<file path="src/rtl/wiscsc15_fetch_if.sv">
// Fetch-unit bus bundle: instruction-memory request/response, decode handoff, redirect and halt status.
// master = fetch unit, slave = memory/decode environment.
interface wiscsc15_fetch_if #(
  parameter int PC_W = 16
);
  logic            imem_req;
  logic [PC_W-1:0] imem_addr;
  logic            imem_ready;
  logic            imem_rvalid;
  logic [15:0]     imem_rdata;
  logic            instr_valid;
  logic [15:0]     instr;
  logic [PC_W-1:0] instr_pc;
  logic            instr_ready;
  logic            redirect;
  logic [PC_W-1:0] redirect_pc;
  logic            halted;

  modport master (
    output imem_req, imem_addr,
    input  imem_ready, imem_rvalid, imem_rdata,
    output instr_valid, instr, instr_pc,
    input  instr_ready, redirect, redirect_pc,
    output halted
  );

  modport slave (
    input  imem_req, imem_addr,
    output imem_ready, imem_rvalid, imem_rdata,
    input  instr_valid, instr, instr_pc,
    output instr_ready, redirect, redirect_pc,
    input  halted
  );
endinterface

</file>
<file path="src/rtl/wiscsc15_fetch.sv">
// WISC-SC15 instruction fetch: credit-limited in-order requests, word FIFO to decode, redirect/HLT handling.
// Latency accept->instr_valid is k+1 cycles; requests stall when in-flight + buffered reaches BUF_DEPTH.
module wiscsc15_fetch #(
  parameter int              PC_W      = 16,
  parameter logic [PC_W-1:0] RESET_PC  = '0,
  parameter int              BUF_DEPTH = 4
) (
  input  logic              clk,
  input  logic              rst_n,
  wiscsc15_fetch_if.master  fetch_bus
);
  localparam int            AW      = $clog2(BUF_DEPTH);
  localparam int            CW      = AW + 1;
  localparam logic [CW:0]   DEPTH_C = (CW+1)'(BUF_DEPTH);

  typedef enum logic {RUN = 1'b0, HALT = 1'b1} state_t;

  state_t          r_state;
  logic [PC_W-1:0] r_fetch_pc;
  logic [PC_W-1:0] r_rsp_pc;
  logic [CW-1:0]   r_inflight;
  logic [CW-1:0]   r_drop;
  logic [CW-1:0]   r_count;
  logic [AW-1:0]   r_wr_ptr;
  logic [AW-1:0]   r_rd_ptr;
  logic [15:0]     r_buf_dat [BUF_DEPTH];
  logic [PC_W-1:0] r_buf_pc  [BUF_DEPTH];

  logic          w_run;
  logic          w_credit_ok;
  logic          w_req;
  logic          w_accept;
  logic          w_rsp;
  logic          w_pop;
  logic          w_hlt;
  logic          w_redir;
  logic          w_flush;
  logic          w_push;
  logic [CW-1:0] w_inflight_nxt;

  assign w_run       = (r_state == RUN);
  assign w_credit_ok = ({1'b0, r_inflight} + {1'b0, r_count}) < DEPTH_C;
  assign w_req       = rst_n && w_run && !fetch_bus.redirect && w_credit_ok;
  assign w_accept    = w_req && fetch_bus.imem_ready;
  // A response with nothing outstanding is a memory protocol error; it is ignored.
  assign w_rsp       = fetch_bus.imem_rvalid && (r_inflight != '0);
  assign w_pop       = (r_count != '0) && fetch_bus.instr_ready;
  assign w_hlt       = w_pop && w_run && (r_buf_dat[r_rd_ptr][15:12] == 4'hF);
  assign w_redir     = fetch_bus.redirect && w_run && !w_hlt;
  assign w_flush     = w_hlt || w_redir;
  assign w_push      = w_rsp && (r_drop == '0) && !w_flush && w_run;

  assign w_inflight_nxt = r_inflight + CW'(w_accept) - CW'(w_rsp);

  always_ff @(posedge clk or negedge rst_n) begin
    if (!rst_n) begin
      r_state    <= RUN;
      r_fetch_pc <= RESET_PC;
      r_rsp_pc   <= RESET_PC;
      r_inflight <= '0;
      r_drop     <= '0;
      r_count    <= '0;
      r_wr_ptr   <= '0;
      r_rd_ptr   <= '0;
      for (int i = 0; i < BUF_DEPTH; i++) begin
        r_buf_dat[i] <= '0;
        r_buf_pc[i]  <= '0;
      end
    end else begin
      r_inflight <= w_inflight_nxt;
      if (w_hlt)
        r_state <= HALT;

      if (w_redir)
        r_fetch_pc <= fetch_bus.redirect_pc;
      else if (w_accept)
        r_fetch_pc <= r_fetch_pc + 1'b1;

      if (w_redir)
        r_rsp_pc <= fetch_bus.redirect_pc;
      else if (w_push)
        r_rsp_pc <= r_rsp_pc + 1'b1;

      // Everything still outstanding after this cycle belongs to the squashed path.
      if (w_flush)
        r_drop <= w_inflight_nxt;
      else if (w_rsp && (r_drop != '0))
        r_drop <= r_drop - 1'b1;

      if (w_flush) begin
        r_count  <= '0;
        r_wr_ptr <= '0;
        r_rd_ptr <= '0;
      end else begin
        if (w_push) begin
          r_buf_dat[r_wr_ptr] <= fetch_bus.imem_rdata;
          r_buf_pc[r_wr_ptr]  <= r_rsp_pc;
          r_wr_ptr            <= r_wr_ptr + 1'b1;
        end
        if (w_pop)
          r_rd_ptr <= r_rd_ptr + 1'b1;
        r_count <= r_count + CW'(w_push) - CW'(w_pop);
      end
    end
  end

  assign fetch_bus.imem_req    = w_req;
  assign fetch_bus.imem_addr   = r_fetch_pc;
  assign fetch_bus.instr_valid = (r_count != '0);
  assign fetch_bus.instr       = r_buf_dat[r_rd_ptr];
  assign fetch_bus.instr_pc    = r_buf_pc[r_rd_ptr];
  assign fetch_bus.halted      = (r_state == HALT);

  a_rvalid_has_outstanding: assert property (
    @(posedge clk) disable iff (!rst_n) fetch_bus.imem_rvalid |-> (r_inflight != '0)
  );
endmodule

</file>
<file path="src/flat_wrapper.sv">
// flat-port wrapper written by rule: the top's interface ports become plain ports
module wiscsc15_fetch_flat 
#(
  parameter int              PC_W      = 16,
  parameter logic [PC_W-1:0] RESET_PC  = '0,
  parameter int              BUF_DEPTH = 4
)
  (clk, rst_n, fetch_bus_imem_req, fetch_bus_imem_addr, fetch_bus_imem_ready, fetch_bus_imem_rvalid, fetch_bus_imem_rdata, fetch_bus_instr_valid, fetch_bus_instr, fetch_bus_instr_pc, fetch_bus_instr_ready, fetch_bus_redirect, fetch_bus_redirect_pc, fetch_bus_halted);
  wiscsc15_fetch_if #(.PC_W(PC_W)) fetch_bus_i ();
  input  logic clk;
  input  logic rst_n;
  output wire logic [$bits(fetch_bus_i.imem_req)-1:0] fetch_bus_imem_req;
  output wire logic [$bits(fetch_bus_i.imem_addr)-1:0] fetch_bus_imem_addr;
  input wire logic [$bits(fetch_bus_i.imem_ready)-1:0] fetch_bus_imem_ready;
  input wire logic [$bits(fetch_bus_i.imem_rvalid)-1:0] fetch_bus_imem_rvalid;
  input wire logic [$bits(fetch_bus_i.imem_rdata)-1:0] fetch_bus_imem_rdata;
  output wire logic [$bits(fetch_bus_i.instr_valid)-1:0] fetch_bus_instr_valid;
  output wire logic [$bits(fetch_bus_i.instr)-1:0] fetch_bus_instr;
  output wire logic [$bits(fetch_bus_i.instr_pc)-1:0] fetch_bus_instr_pc;
  input wire logic [$bits(fetch_bus_i.instr_ready)-1:0] fetch_bus_instr_ready;
  input wire logic [$bits(fetch_bus_i.redirect)-1:0] fetch_bus_redirect;
  input wire logic [$bits(fetch_bus_i.redirect_pc)-1:0] fetch_bus_redirect_pc;
  output wire logic [$bits(fetch_bus_i.halted)-1:0] fetch_bus_halted;
  assign fetch_bus_imem_req = fetch_bus_i.imem_req;
  assign fetch_bus_imem_addr = fetch_bus_i.imem_addr;
  assign fetch_bus_i.imem_ready = fetch_bus_imem_ready;
  assign fetch_bus_i.imem_rvalid = fetch_bus_imem_rvalid;
  assign fetch_bus_i.imem_rdata = fetch_bus_imem_rdata;
  assign fetch_bus_instr_valid = fetch_bus_i.instr_valid;
  assign fetch_bus_instr = fetch_bus_i.instr;
  assign fetch_bus_instr_pc = fetch_bus_i.instr_pc;
  assign fetch_bus_i.instr_ready = fetch_bus_instr_ready;
  assign fetch_bus_i.redirect = fetch_bus_redirect;
  assign fetch_bus_i.redirect_pc = fetch_bus_redirect_pc;
  assign fetch_bus_halted = fetch_bus_i.halted;
  wiscsc15_fetch #(.PC_W(PC_W), .RESET_PC(RESET_PC), .BUF_DEPTH(BUF_DEPTH)) u_core (.clk(clk), .rst_n(rst_n), .fetch_bus(fetch_bus_i));
endmodule
</file>
<file path="config.mk">
export PLATFORM = sky130hd
export DESIGN_NAME = wiscsc15_fetch_flat
export DESIGN_NICKNAME = d
export VERILOG_FILES = /design/src/rtl/wiscsc15_fetch_if.sv /design/src/rtl/wiscsc15_fetch.sv /design/src/flat_wrapper.sv
export SDC_FILE = /design/constraint.sdc
export NUM_CORES = 1
export LEC_CHECK = 0
export ABC_AREA = 1
export BUFFER_PORTS_ARGS = -buffer_cell sky130_fd_sc_hd__buf_2
export CAP_MARGIN = 0
export CORE_MARGIN = 2
export CORE_UTILIZATION = 60
export CTS_BUF_LIST = sky130_fd_sc_hd__clkbuf_8
export DETAILED_ROUTE_END_ITERATION = 12
export PLACE_DENSITY = 0.78
export RECOVER_POWER = 100
export SYNTH_ARGS = -nofsm -noshare
export SYNTH_HDL_FRONTEND = slang
export SYNTH_SLANG_ARGS = --single-unit
</file>
<file path="constraint.sdc">
create_clock -name clk -period 3.24 [get_ports clk]
set_clock_uncertainty 0.2 [all_clocks]
set_input_delay 0.162 -clock clk [delete_from_list [all_inputs] [get_ports clk]]
set_output_delay 0.162 -clock clk [all_outputs]
set_load 0.02 [all_outputs]
</file>
==> impl_metrics.csv <==
group,metric,value,unit
global_route,grt_antenna_before_repair,0,
sta,hold_viol,0,
cells_and_area,fin_nets,1352,
floorplanning,ioPinCount,89,
synth,ys_seq_area_share,48.5,%
status,violations,"max-capacitance violations, max-slew violations",
worst_setup_path,critPathKind,"flop to output port",
floorplanning,die_height,126,µm
worst_setup_path,startpoint_type,"flop",
clock_network,clock_latency,470,ps
job,maxCapViolCount,1,
detailed_routing,drc_errors,0,
place,place.gp.congestion,0.887,
power_and_ir_drop,p_switching,0.00231,W
power_and_ir_drop,power_density,594,nW/µm²
synth,ys_ff_latch,174,
sta,max_slew.worst_pin.slew,2210,ps
clock_network,clk_pin_slew,90,ps
power_and_ir_drop,seq_power_share,39.5,%
synth,avgSynthCellArea,7.46,µm²
clock_network,cts_max_path_buffers,2,
min_path,hold_class,"input pin to flop",
cells_and_area,antenna_cells,0,
worst_setup_path,cp.required,2880,ps
synth,ys_warn_count,0,
worst_setup_path,end_kind,"output port",
sta,worst_slack,223,ps
sta,slew_headroom,-47.3,%
worst_setup_path,critical_path_arrival,2650,ps
global_route,globalRouteTotalUtil,29.5,%
status,run_status,"finished, violations left",
synth,yosys.area.top_type,"dfrtp_1",
place,dpl-instance-area,9500,µm²
synth,synth_area_leaders,"dfrtp_1, nand2_1, nor2_1, o21ai_0, nand3_1",
synth,synthArstFlopShare,100,%
power_and_ir_drop,ir_worst_vdd,0.000386,V
global_route,grt-ovfl-total,0,
power_and_ir_drop,power_frac_clock,26.3,%
clock_network,cts-buffers-inserted,17,
sta,fmax,0.332,GHz
synth,synth_flop_cell,"dfrtp_1",
sta,rsz0062_at_grt,"no",
detailed_routing,vias,8085,
clock_network,cts_tree,"done",
synth,ys_types,30,
floorplanning,dieArea,16000,µm²
synth,synth_top_area_share,48.5,%
power_and_ir_drop,internal-power,0.00373,W
cells_and_area,final_layout_size_suffix_gt1_share,7.70,%
clock_network,h-tree-depth,4,
detailed_routing,avgViaCountPerCell,5.41,
clock_network,cts-root-buf,"clkbuf_8",
floorplanning,fp-row-count,44,
global_route,grt_pass1_vias,7719,
cells_and_area,finalInstanceArea,10200,µm²
worst_setup_path,crit_path_max_fanout,52,
power_and_ir_drop,power.leakage,5.55,nW
synth,syn-num-nets,1258,
synth,synth_common_cells,"nand2_1, dfrtp_1, nor2_1",
sta,setup_viol,0,
floorplanning,start_util,61.5,%
place,dp_hpwl,13.9,mm
power_and_ir_drop,pwr-share-comb,34.2,%
sta,fin_crit,3020,ps
synth,yosysMostFrequentCell,"nand2_1",
clock_network,clock-sinks,174,
synth,synth_area,8980,µm²
place,portBuffers,88,
sta,fin_crit_sh,93.1,%
place,place_ws,422,ps
global_route,grt_max_degree,175,
detailed_routing,drtAntennaViolNets,0,
detailed_routing,dr.pass1.iters,5,
sta,setup_tns,0,ps
cells_and_area,area_delta_synth_final,13.5,%
synth,synth_edf_count,0,
floorplanning,die_w,126,µm
global_route,grt_pass1_wl,37.6,mm
sta,finalMaxSlewViolations,175,
detailed_routing,drtIter0Drc,701,
detailed_routing,wl_per_cell,15.2,µm
cells_and_area,nFillCells,1246,
synth,syn_inst,1204,
detailed_routing,drt-total-wl,22.7,mm
floorplanning,core_area,14600,µm²
power_and_ir_drop,switching_share,38.3,%
worst paths after layout:
check                                            from                    end  slack (ps)  cells after the start
worst max register to register     u_core.r_rd_ptr[0]    u_core.r_buf_pc[10]         270                     10
min in group asynchronous                       rst_n       u_core.r_drop[2]         810                      3
worst min-delay path            fetch_bus_imem_rvalid       u_core.r_drop[2]          80                      6
max in group asynchronous                       rst_n     u_core.r_rd_ptr[0]         520                      3
worst min register to register    u_core.r_buf_pc[36]    u_core.r_buf_pc[36]         280                      2
worst max-delay path               u_core.r_rd_ptr[0]  fetch_bus_instr_pc[3]         220                      4
critical path, cell delays in order (launching register included):
cell and delay, ps:
dfrtp_2 500, clkbuf_2 790, o21ai_0 230, o22ai_1 350
clkbuf_1 280
final cells by class:
cell class | instances | area, µm² | share of cell area, %
Tap cell | 184 | 230 | 2.26
Inverter | 61 | 229 | 2.25
Clock buffer | 20 | 275 | 2.70
Sequential cell | 174 | 4360 | 42.8
Timing Repair Buffer | 141 | 905 | 8.88
Clock inverter | 12 | 145 | 1.43
Multi-Input combinational cell | 903 | 4040 | 39.7
power by group through the flow:
stage               Clock (W)  Combinational (W)  Sequential [W]
floorplan                   0            0.00150         0.00238
CTS                   0.00161            0.00214         0.00239
global route          0.00170            0.00230         0.00241
global placement            0            0.00207         0.00243
detailed placement          0            0.00209         0.00243
finish                0.00159            0.00207         0.00239
flip-flops by register name, indices dropped and copies added, names as in the netlist:
signal / cells
u_core.r_inflight: 3
u_core.fetch_bus.halted: 1
u_core.r_rsp_pc: 16
u_core.r_buf_pc: 64
u_core.fetch_bus.imem_addr: 16
u_core.r_rd_ptr: 2
u_core.r_drop: 3
u_core.r_buf_dat: 64
u_core.r_count: 3
u_core.r_wr_ptr: 2
per-layer routing:
metal  vias to the layer above  GRT usage [%]  part of all wire [%]
li1                       3944              -                     -
met1                      3821           39.8                    43
met2                       281           48.7                    49
met3                        39           5.31                   5.7
met4                         0           9.95                   2.2
met5                         -              0                     0
per-stage QoR:
step / utilization [%] / total power [W] / hold slack (ps) / std cells
detailed placement: 65.1 / 0.00452 / 215 / 1427
finish: 69.8 / 0.00605 / 78.8 / 1495
floorplan: - / 0.00388 / -334 / 1204
global route: 69.8 / 0.00641 / 143 / 1495
CTS: 70.5 / 0.00614 / 67.7 / 1495
global placement: 65.1 / 0.00449 / 212 / 1427
timing repair:
item	4_1_cts	5_1_grt
setup endpoints to repair	0	1
buffers inserted	0	0
hold endpoints to repair	273	0
gates resized for setup	0	3
hold buffers	36	0
logic make-up (layout without fill, tap and decap cells):
| logic type | after synthesis | after routing | share of synthesized area (%) |
|---|---|---|---|
| xor+xnor | 27 | 27 | 2.63 |
| compound gates | 94 | 94 | 5.81 |
| fa+ha+maj | 16 | 16 | 2.40 |
| simple gates | 766 | 766 | 34.4 |
| flops | 174 | 174 | 48.5 |
| buf+inv | 127 | 234 | 6.20 |
layout by cell type (no fill, tap or decap), types with 2 or more instances in the layout:
| cell | n |
|---|---|
| nand2_1 | 580 |
| dfrtp_1 | 173 |
| nor2_1 | 88 |
| o21ai_0 | 62 |
| inv_1 | 61 |
| nand3_1 | 61 |
| clkbuf_1 | 49 |
| buf_2 | 38 |
| dlygate4sd3_1 | 36 |
| o22ai_1 | 28 |
| xor2_1 | 22 |
| clkbuf_8 | 20 |
| ha_1 | 14 |
| nor3_1 | 13 |
| nand4_1 | 9 |
| buf_4 | 9 |
| xnor2_1 | 5 |
| clkbuf_2 | 4 |
| nand3b_1 | 3 |
| inv_2 | 3 |
| nand4_2 | 3 |
| or2_2 | 3 |
| clkinv_4 | 3 |
| bufinv_16 | 3 |
| buf_12 | 3 |
| o211ai_1 | 2 |
| nor2_2 | 2 |
| fa_1 | 2 |
| clkinv_2 | 2 |
| buf_6 | 2 |
(Power assumes the default switching activity.)
